<file path="config.mk">
export PLATFORM = sky130hd
export DESIGN_NAME = block_mover
export DESIGN_NICKNAME = d
export VERILOG_FILES = /design/src/rtl/block_mover.sv
export SDC_FILE = /design/constraint.sdc
export NUM_CORES = 1
export LEC_CHECK = 0
export CAP_MARGIN = 20
export CORE_MARGIN = 8
export CORE_UTILIZATION = 30
export CTS_CLUSTER_SIZE = 8
export DETAILED_ROUTE_END_ITERATION = 10
export PLACE_DENSITY = 0.58
export SLEW_MARGIN = 20
export SYNTH_ARGS = -nofsm -noshare
export SYNTH_HDL_FRONTEND = slang
export SYNTH_SLANG_ARGS = --single-unit
export TNS_END_PERCENT = 1
</file>
<file path="constraint.sdc">
create_clock -name clk -period 2.3 [get_ports clk]
set_clock_uncertainty 0.05 [all_clocks]
set_input_delay 0.23 -clock clk [delete_from_list [all_inputs] [get_ports clk]]
set_output_delay 0.23 -clock clk [all_outputs]
set_load 0.03 [all_outputs]
</file>
<file path="src/rtl/block_mover.sv">
// block_mover: initiator side of the move-check handshake.
// Holds the falling block's position (b_x, b_y) and rotation. It accepts one
// move command at a time, starts the move checker with a one-cycle run pulse,
// waits for the checker's done pulse, then commits or discards the move.
// A timeout guards against a checker that never answers.
//
// Ports:
//   clk, rst_n                    clock, asynchronous active-low reset
//   move_req_valid/ready/move_req command handshake from game control
//   chk_run, chk_req_move         checker start pulse and command under test
//   chk_done, chk_can_move        checker completion and verdict
//   chk_move_x, chk_move_y        signed 2-bit offsets applied on commit
//   b_x, b_y, b_rotation          block state (signed position)
//   resp_valid/ok/err             one-cycle outcome pulse to game control
//   landed, game_over             rejected DOWN / rejected APPEAR indications
module block_mover #(
  parameter int COL_W   = 4,
  parameter int ROW_W   = 5,
  parameter int SPAWN_X = 3,
  parameter int SPAWN_Y = 0,
  parameter int TIMEOUT = 63
) (
  input  logic                    clk,
  input  logic                    rst_n,
  input  logic                    move_req_valid,
  input  logic [2:0]              move_req,
  output logic                    move_req_ready,
  output logic                    chk_run,
  output logic [2:0]              chk_req_move,
  input  logic                    chk_done,
  input  logic                    chk_can_move,
  input  logic [1:0]              chk_move_x,
  input  logic [1:0]              chk_move_y,
  output logic signed [COL_W:0]   b_x,
  output logic signed [ROW_W:0]   b_y,
  output logic [1:0]              b_rotation,
  output logic                    resp_valid,
  output logic                    resp_ok,
  output logic                    resp_err,
  output logic                    landed,
  output logic                    game_over
);

  localparam logic [2:0] MOVE_LEFT   = 3'd1;
  localparam logic [2:0] MOVE_RIGHT  = 3'd2;
  localparam logic [2:0] MOVE_DOWN   = 3'd3;
  localparam logic [2:0] MOVE_ROTATE = 3'd4;
  localparam logic [2:0] MOVE_APPEAR = 3'd5;

  localparam int CNT_W = (TIMEOUT < 2) ? 1 : $clog2(TIMEOUT + 1);
  localparam logic [CNT_W-1:0] TIMEOUT_VAL = CNT_W'(TIMEOUT);
  localparam logic signed [COL_W:0] SPAWN_X_VAL = (COL_W+1)'(SPAWN_X);
  localparam logic signed [ROW_W:0] SPAWN_Y_VAL = (ROW_W+1)'(SPAWN_Y);

  typedef enum logic [1:0] {S_IDLE, S_RUN, S_WAIT, S_RESP} state_t;

  state_t                  state_q, state_d;
  logic                    chk_run_q, chk_run_d;
  logic [2:0]              req_q, req_d;
  logic signed [COL_W:0]   b_x_q, b_x_d;
  logic signed [ROW_W:0]   b_y_q, b_y_d;
  logic [1:0]              rot_q, rot_d;
  logic                    resp_valid_q, resp_valid_d;
  logic                    resp_ok_q, resp_ok_d;
  logic                    resp_err_q, resp_err_d;
  logic                    landed_q, landed_d;
  logic                    game_over_q, game_over_d;
  logic [CNT_W-1:0]        cnt_q, cnt_d;

  logic                    req_legal;
  logic signed [COL_W:0]   dx;
  logic signed [ROW_W:0]   dy;

  assign req_legal = move_req inside {MOVE_LEFT, MOVE_RIGHT, MOVE_DOWN,
                                      MOVE_ROTATE, MOVE_APPEAR};
  assign dx = {{(COL_W-1){chk_move_x[1]}}, chk_move_x};
  assign dy = {{(ROW_W-1){chk_move_y[1]}}, chk_move_y};

  always_comb begin
    state_d      = state_q;
    chk_run_d    = 1'b0;
    req_d        = req_q;
    b_x_d        = b_x_q;
    b_y_d        = b_y_q;
    rot_d        = rot_q;
    resp_valid_d = 1'b0;
    resp_ok_d    = 1'b0;
    resp_err_d   = 1'b0;
    landed_d     = 1'b0;
    game_over_d  = 1'b0;
    cnt_d        = cnt_q;

    case (state_q)
      S_IDLE: begin
        if (move_req_valid) begin
          req_d = move_req;
          if (req_legal) begin
            state_d   = S_RUN;
            chk_run_d = 1'b1;
            if (move_req == MOVE_APPEAR) begin
              b_x_d = SPAWN_X_VAL;
              b_y_d = SPAWN_Y_VAL;
              rot_d = '0;
            end
          end else begin
            // Illegal code bypasses the checker entirely.
            state_d      = S_RESP;
            resp_valid_d = 1'b1;
            resp_err_d   = 1'b1;
          end
        end
      end
      S_RUN: begin
        // chk_done may still be asserted from a previous scan; ignore it here.
        cnt_d   = '0;
        state_d = S_WAIT;
      end
      S_WAIT: begin
        if (chk_done) begin
          state_d      = S_RESP;
          resp_valid_d = 1'b1;
          if (chk_can_move) begin
            resp_ok_d = 1'b1;
            if (req_q != MOVE_APPEAR) begin
              b_x_d = b_x_q + dx;
              b_y_d = b_y_q + dy;
            end
            if (req_q == MOVE_ROTATE) rot_d = rot_q + 2'd1;
          end else begin
            landed_d    = (req_q == MOVE_DOWN);
            game_over_d = (req_q == MOVE_APPEAR);
          end
        end else begin
          cnt_d = cnt_q + 1'b1;
          if (cnt_d == TIMEOUT_VAL) begin
            state_d      = S_RESP;
            resp_valid_d = 1'b1;
            resp_err_d   = 1'b1;
          end
        end
      end
      S_RESP: state_d = S_IDLE;
      default: state_d = S_IDLE;
    endcase
  end

  always_ff @(posedge clk or negedge rst_n) begin
    if (!rst_n) begin
      state_q      <= S_IDLE;
      chk_run_q    <= 1'b0;
      req_q        <= '0;
      b_x_q        <= SPAWN_X_VAL;
      b_y_q        <= SPAWN_Y_VAL;
      rot_q        <= '0;
      resp_valid_q <= 1'b0;
      resp_ok_q    <= 1'b0;
      resp_err_q   <= 1'b0;
      landed_q     <= 1'b0;
      game_over_q  <= 1'b0;
      cnt_q        <= '0;
    end else begin
      state_q      <= state_d;
      chk_run_q    <= chk_run_d;
      req_q        <= req_d;
      b_x_q        <= b_x_d;
      b_y_q        <= b_y_d;
      rot_q        <= rot_d;
      resp_valid_q <= resp_valid_d;
      resp_ok_q    <= resp_ok_d;
      resp_err_q   <= resp_err_d;
      landed_q     <= landed_d;
      game_over_q  <= game_over_d;
      cnt_q        <= cnt_d;
    end
  end

  assign move_req_ready = (state_q == S_IDLE);
  assign chk_run        = chk_run_q;
  assign chk_req_move   = req_q;
  assign b_x            = b_x_q;
  assign b_y            = b_y_q;
  assign b_rotation     = rot_q;
  assign resp_valid     = resp_valid_q;
  assign resp_ok        = resp_ok_q;
  assign resp_err       = resp_err_q;
  assign landed         = landed_q;
  assign game_over      = game_over_q;

endmodule

</file>
==> results of run 1 <==
cell type report:
cell class | instances | area [um^2] | area share
repair buffers | 44 | 415 | 0.179
flip-flops and latches | 30 | 753 | 0.325
well taps | 72 | 90.1 | 0.0388
inverters | 14 | 52.6 | 0.0227
clock buffers | 7 | 76.3 | 0.0329
multi-input cells | 129 | 932 | 0.402
stage by stage:
| step | setup slack (ps) | std cells | utilization |
|---|---|---|---|
| final | 163 | 296 | 0.416 |
| after detailed placement | -94.8 | 288 | 0.400 |
| after CTS | 51.6 | 295 | 0.413 |
| after global placement | -71.8 | 288 | 0.400 |
| after floorplan | 39.2 | 176 | - |
| after global routing | 16.2 | 296 | 0.416 |
layout by cell type, fill, tap and decap left out, types with 2 or more instances in the layout:
master           instances
nor2_1                   7
nand3_1                  6
inv_1                   13
o22ai_1                  2
a21o_1                   5
mux2i_1                  2
o31ai_1                  2
clkbuf_8                 5
nand3b_1                 2
a211oi_1                 3
nor3b_1                  3
o41ai_1                  2
xnor2_1                  2
dfstp_2                  2
dfrtp_1                 28
nand2b_1                 4
a22o_1                   3
xor2_1                   4
clkbuf_1                 2
a21oi_1                  9
and3_1                   2
ha_1                    13
nor2b_1                  4
o21ai_0                 12
nor3_1                   3
nand2_1                 16
buf_4                   10
clkdlybuf4s50_1         34
mux2_2                   4
metal layers:
metal	part of all wire	up-vias	routed length (um)
li1	-	722	-
met1	0.49	660	1930
met2	0.43	32	1670
met3	0.063	6	249
met4	0.018	0	69
met5	0	-	0
worst paths after layout:
| check | start | endpoint | slack [ps] |
|---|---|---|---|
| max | b_x[0] | b_x[4] | 160 |
| max reg2reg | b_x[0] | b_x[4] | 160 |
| max in group asynchronous | rst_n | b_x[0] | 1600 |
| min reg2reg | cnt_q[5] | cnt_q[5] | 440 |
| min in group clk | cnt_q[5] | cnt_q[5] | 440 |
| min | rst_n | game_over | 290 |
worst max-delay path, cell delays in order, from the launching register on:
cell     delay (ps)
dfstp_2         530
ha_2            170
inv_1            50
fa_2            340
nor2b_2         130
o21ai_1          80
and3_1          190
or4b_1          460
nand3_1          80
power by group:
| part | switching [W] | leakage, nW | internal, W |
|---|---|---|---|
| registers | 0.000157 | 0.392 | 0.000712 |
| clock network | 0.000189 | 0.0383 | 0.000208 |
| logic | 0.000873 | 0.614 | 0.000689 |
registers in the layout, summed over array words and instances (netlist names):
name          count
b_y               6
b_x               5
b_rotation        2
cnt_q             6
landed            1
resp_ok           1
resp_valid        1
chk_run           1
resp_err          1
game_over         1
chk_req_move      3
state_q           2
what timing repair did:
item / 4_1_cts / 5_1_grt
hold endpoints to repair: 0 / 0
hold buffers: 0 / 0
setup endpoints to repair: 0 / 1
setup buffers: 0 / 1
gates resized for setup: 0 / 4
logic make-up after synthesis:
logic type                 after synthesis
buffers and inverters                   17
and+or+nand+nor                         55
DFF                                     30
xor gates and xnor gates                 6
adders and majority gates               16
AOI/OAI and AO/OA                       46
muxes                                    6
==> impl_metrics.toml, run 1 <==
[run_status]
outcome = "complete, no violations"

[cells_and_area]
final_nets = 252
design_area_um2 = 2320
n_antenna_cell = 0
fill_cells = 561
layout-drive-gt1-share = 0.121
area_growth_pct = 32.9

[synthesis]
synth_cell_types = 42
yosys.area.top_type = "dfrtp_1"
synth_fa_ha_area_frac = 0.123
synth_seq_cells = 30
synth_top_family_by_area = "compound AO/OA/AOI/OAI gates"
synth-edff-count = 0
synth_cells = 176
synth_xor_area_frac = 0.0301
synth_most_common_cell = "dfrtp_1"
syn_area_per_cell_um2 = 9.92
synth_compound_area_frac = 0.172
synth_commonest_cells = "dfrtp_1, nand2_1, ha_1"
synth_fp_nets = 204
ys.flop_type = "dfrtp_1"
yosys.area.top_type_share = 0.401
ys_warn_count = 0
synth_mux_area_frac = 0.0373
synthTopCellsByArea = "dfrtp_1, ha_1, o21ai_0, nand2_1, dfstp_2"
synth-simple-area-share = 0.167
ys_seq_area_frac = 0.432
synth_area_um2 = 1750
async_reset_ff_frac = 1.00

[clock_tree]
htree_levels = 2
clk_pin_slew_ps = 60
clk_latency_ps = 280
cts_sinks = 30
ctsRootBufferMaster = "clkbuf_8"
cts.path.max_buffers = 2
cts_buffers = 5
cts_tree = "built"

[floorplanning]
rows = 27
coreArea_um2 = 5570
die_h_um = 92.3
ios = 35
die_area_um2 = 8510
start_util = 0.313
die_w_um = 92.3

[timing]
drv_slew = 0
hold_ws_ps = 289
clock.fmax_mhz = 468
rsz0062_at_grt = "no"
setup_violations = 0
min_period_ps = 2140
slew_headroom = 0.676
fin_crit_sh = 0.929
fin_tns_setup_ps = 0
hold_viol = 0
tightest_slew_ps = 487

[routing]
antenna_left = 0
wire_per_inst_um = 13.3
viasPerCell = 4.80
firstDrtPassIters = 4
num_vias = 1420
drt_iter0_markers = 34
wl_um = 3930
drc = 0

[setup_path]
required_ps = 2470
cp.arrival_ps = 2300
r2r_cells = 8
critPathMaxFanout = 2
critPathKind = "flop to flop"
cp-start-kind = "flop"
worstSetupEndpointType = "flop"

[global_routing]
antenna_found_initial = 0
grt_usage = 0.103
grt_pass1_wl_um = 7110
grt.met3_usage = 0.0359
grt_util_met1 = 0.134
busiest_layer = "met2"
grt_pass1_vias = 1522
grt_overflow_total = 0
met2_usage = 0.151
grt_max_degree = 31

[worst_hold_path]
hold_path.class = "input port to async pin"

[pwr]
p_per_area_nw_per_um2 = 1220
leakagePower_nw = 1.04
peakVddDrop_mv = 0.642
finalPower_w = 0.00283

[flow_run]
cap_violations = 0

[place]
gp_congestion = 0.782
postPlaceCellArea_um2 = 2230
dpl.hpwl_um = 3010
port-buffer-count = 34
No activity file was read; power rests on OpenSTA's default activity.
==> run 2: changes to the inputs <==
CTS_CLUSTER_SIZE = 10   (was 8)
==> results of run 2 <==
Final layout, timing and power as in run 1 (identical DEF).
==> run 3: changes to the inputs <==
PLACE_DENSITY = 0.6   (was 0.58)
RECOVER_POWER = 50   (was unset)
==> impl_metrics.toml, run 3 (same netlist as run 1, synthesis figures left out) <==
[routing]
num_vias = 1418
firstDrtPassIters = 4
top_layer = "met4"
dr_wl_met2_um = 1660
drt_iter0_markers = 80
wl_um = 3980
viasPerCell = 4.74
drc = 0
wl_met1_um = 2070
antenna_left = 0
wire_per_inst_um = 13.3
wl_met3_um = 145

[cells_and_area]
utilization = 0.420
n_antenna_cell = 0
stdcell_count = 299
final_nets = 254
most-common-layout-cells = "dfrtp_1, clkdlybuf4s50_1, nand2_1, inv_1, ha_1"
layout-drive-gt1-share = 0.123
design_area_um2 = 2340
layout_commonest_cell = "dfrtp_1"
area_growth_pct = 34.0

[timing]
fin_crit_sh = 0.936
clock.fmax_mhz = 465
hold_viol = 0
tightest_slew_ps = 1610
drv_slew = 31
min_period_ps = 2150
slew_headroom = -0.0743
rsz0062_at_grt = "no"
setup_violations = 0

[clock_tree]
htree_levels = 2
ctsRootBufferMaster = "clkbuf_8"
clk_pin_slew_ps = 60
cts_sinks = 30
clk_latency_ps = 280
cts_buffers = 5
cts_tree = "built"
cts.path.max_buffers = 2

[pwr]
combPwrFrac = 0.540
peakVddDrop_mv = 0.664
power_frac_seq = 0.306
finalPower_w = 0.00287
power.internal_w = 0.00163
leakagePower_nw = 1.07
switchingPower_w = 0.00123
swShare = 0.430
pwr-share-clk = 0.155
p_per_area_nw_per_um2 = 1230

[global_routing]
grt_usage = 0.100
antenna_found_initial = 0
grt_pass1_wl_um = 6870
grt_overflow_total = 0
grt_pass1_vias = 1429
grt_max_degree = 31

[floorplanning]
die_w_um = 92.3
die_h_um = 92.3
start_util = 0.313
rows = 27
coreArea_um2 = 5570
die_area_um2 = 8510
ios = 35

[setup_path]
critPathKind = "flop to flop"
path_delay_family = "simple AND/OR/NAND/NOR gates"
required_ps = 2470
crit_slowest_cell = "dfstp_2"
path_cells = "ha_2 -> inv_1 -> fa_2 -> nor2b_2 -> o21ai_1 -> and3_1 -> or4b_1 -> nand3_1"
ff2ff_setup_slack_ps = 150
cp.arrival_ps = 2320
cp-start-kind = "flop"
worstSetupEndpointType = "flop"
critPathMaxFanout = 3
critical_path.n_buffers_inverters = 1
slowest_delay_ps = 550

[run_status]
outcome = "complete, but fails checks"
violations = "max-capacitance violations, max-slew violations"

[place]
postPlaceCellArea_um2 = 2250
gp_congestion = 0.769
port-buffer-count = 34
place_inst = 291
dpl.hpwl_um = 3100

[flow_run]
cap_violations = 1

[worst_hold_path]
hold_path.class = "flop to flop"
==> run 3: worst register-to-register path, cell delays in order (launching register included) <==
cell,delay [ps]
dfstp_2,550
ha_2,170
inv_1,50
fa_2,340
nor2b_2,130
o21ai_1,80
and3_1,190
or4b_1,460
nand3_1,70
==> run 3: what timing repair did <==
| item | 4_1_cts | 5_1_grt |
|---|---|---|
| endpoints found under the hold margin | 0 | 0 |
| endpoints found under the setup margin | 0 | 1 |
| hold buffers | 0 | 0 |
| buffers inserted | 0 | 0 |
| gates resized for setup | 0 | 4 |
==> run 3: through the flow <==
stage	setup WS, ps	setup TNS (ps)	hold WS (ps)
after floorplan	39.2	0	-116
after global placement	-61.4	-61.4	418
after detailed placement	-93.0	-93.0	420
after CTS	53.2	0	301
after global routing	41.4	0	462
final	148	0	430
==> run 3: final cells by class <==
cell class	count	area, um^2
well taps	72	90.1
repair buffers	46	419
fillers	560	3240
clock buffers	7	86.3
multi-input cells	129	932
flip-flops and latches	30	753
inverters	14	52.6
clock inverters	1	5.00
==> run 3: final timing paths <==
kind | from | to | depth (start not counted)
worst max-delay path | b_x[0] | b_x[4] | 8
worst min-delay path | b_x[0] | b_x[0] | 2
worst max register to register | b_x[0] | b_x[4] | 8
worst min register to register | b_x[0] | b_x[0] | 2
max in group asynchronous | rst_n | b_y[4] | 2
min in group asynchronous | rst_n | chk_run | 2
==> run 3: per-layer routing <==
metal	vias to the layer above	GRT usage
li1	727	-
met3	8	0.0220
met5	-	0
met1	654	0.134
met2	29	0.144
met4	0	0.0604
==> run 3: power by group through the flow <==
stage | Combinational [W] | Clock [W] | Sequential, W
2_1_floorplan | 0.000745 | 0 | 0.00111
3_3_place_gp | 0.00156 | 0 | 0.000883
3_5_place_dp | 0.00158 | 0 | 0.000887
4_1_cts | 0.00159 | 0.000458 | 0.000880
5_1_grt | 0.00171 | 0.000477 | 0.000914
6_report | 0.00155 | 0.000443 | 0.000876
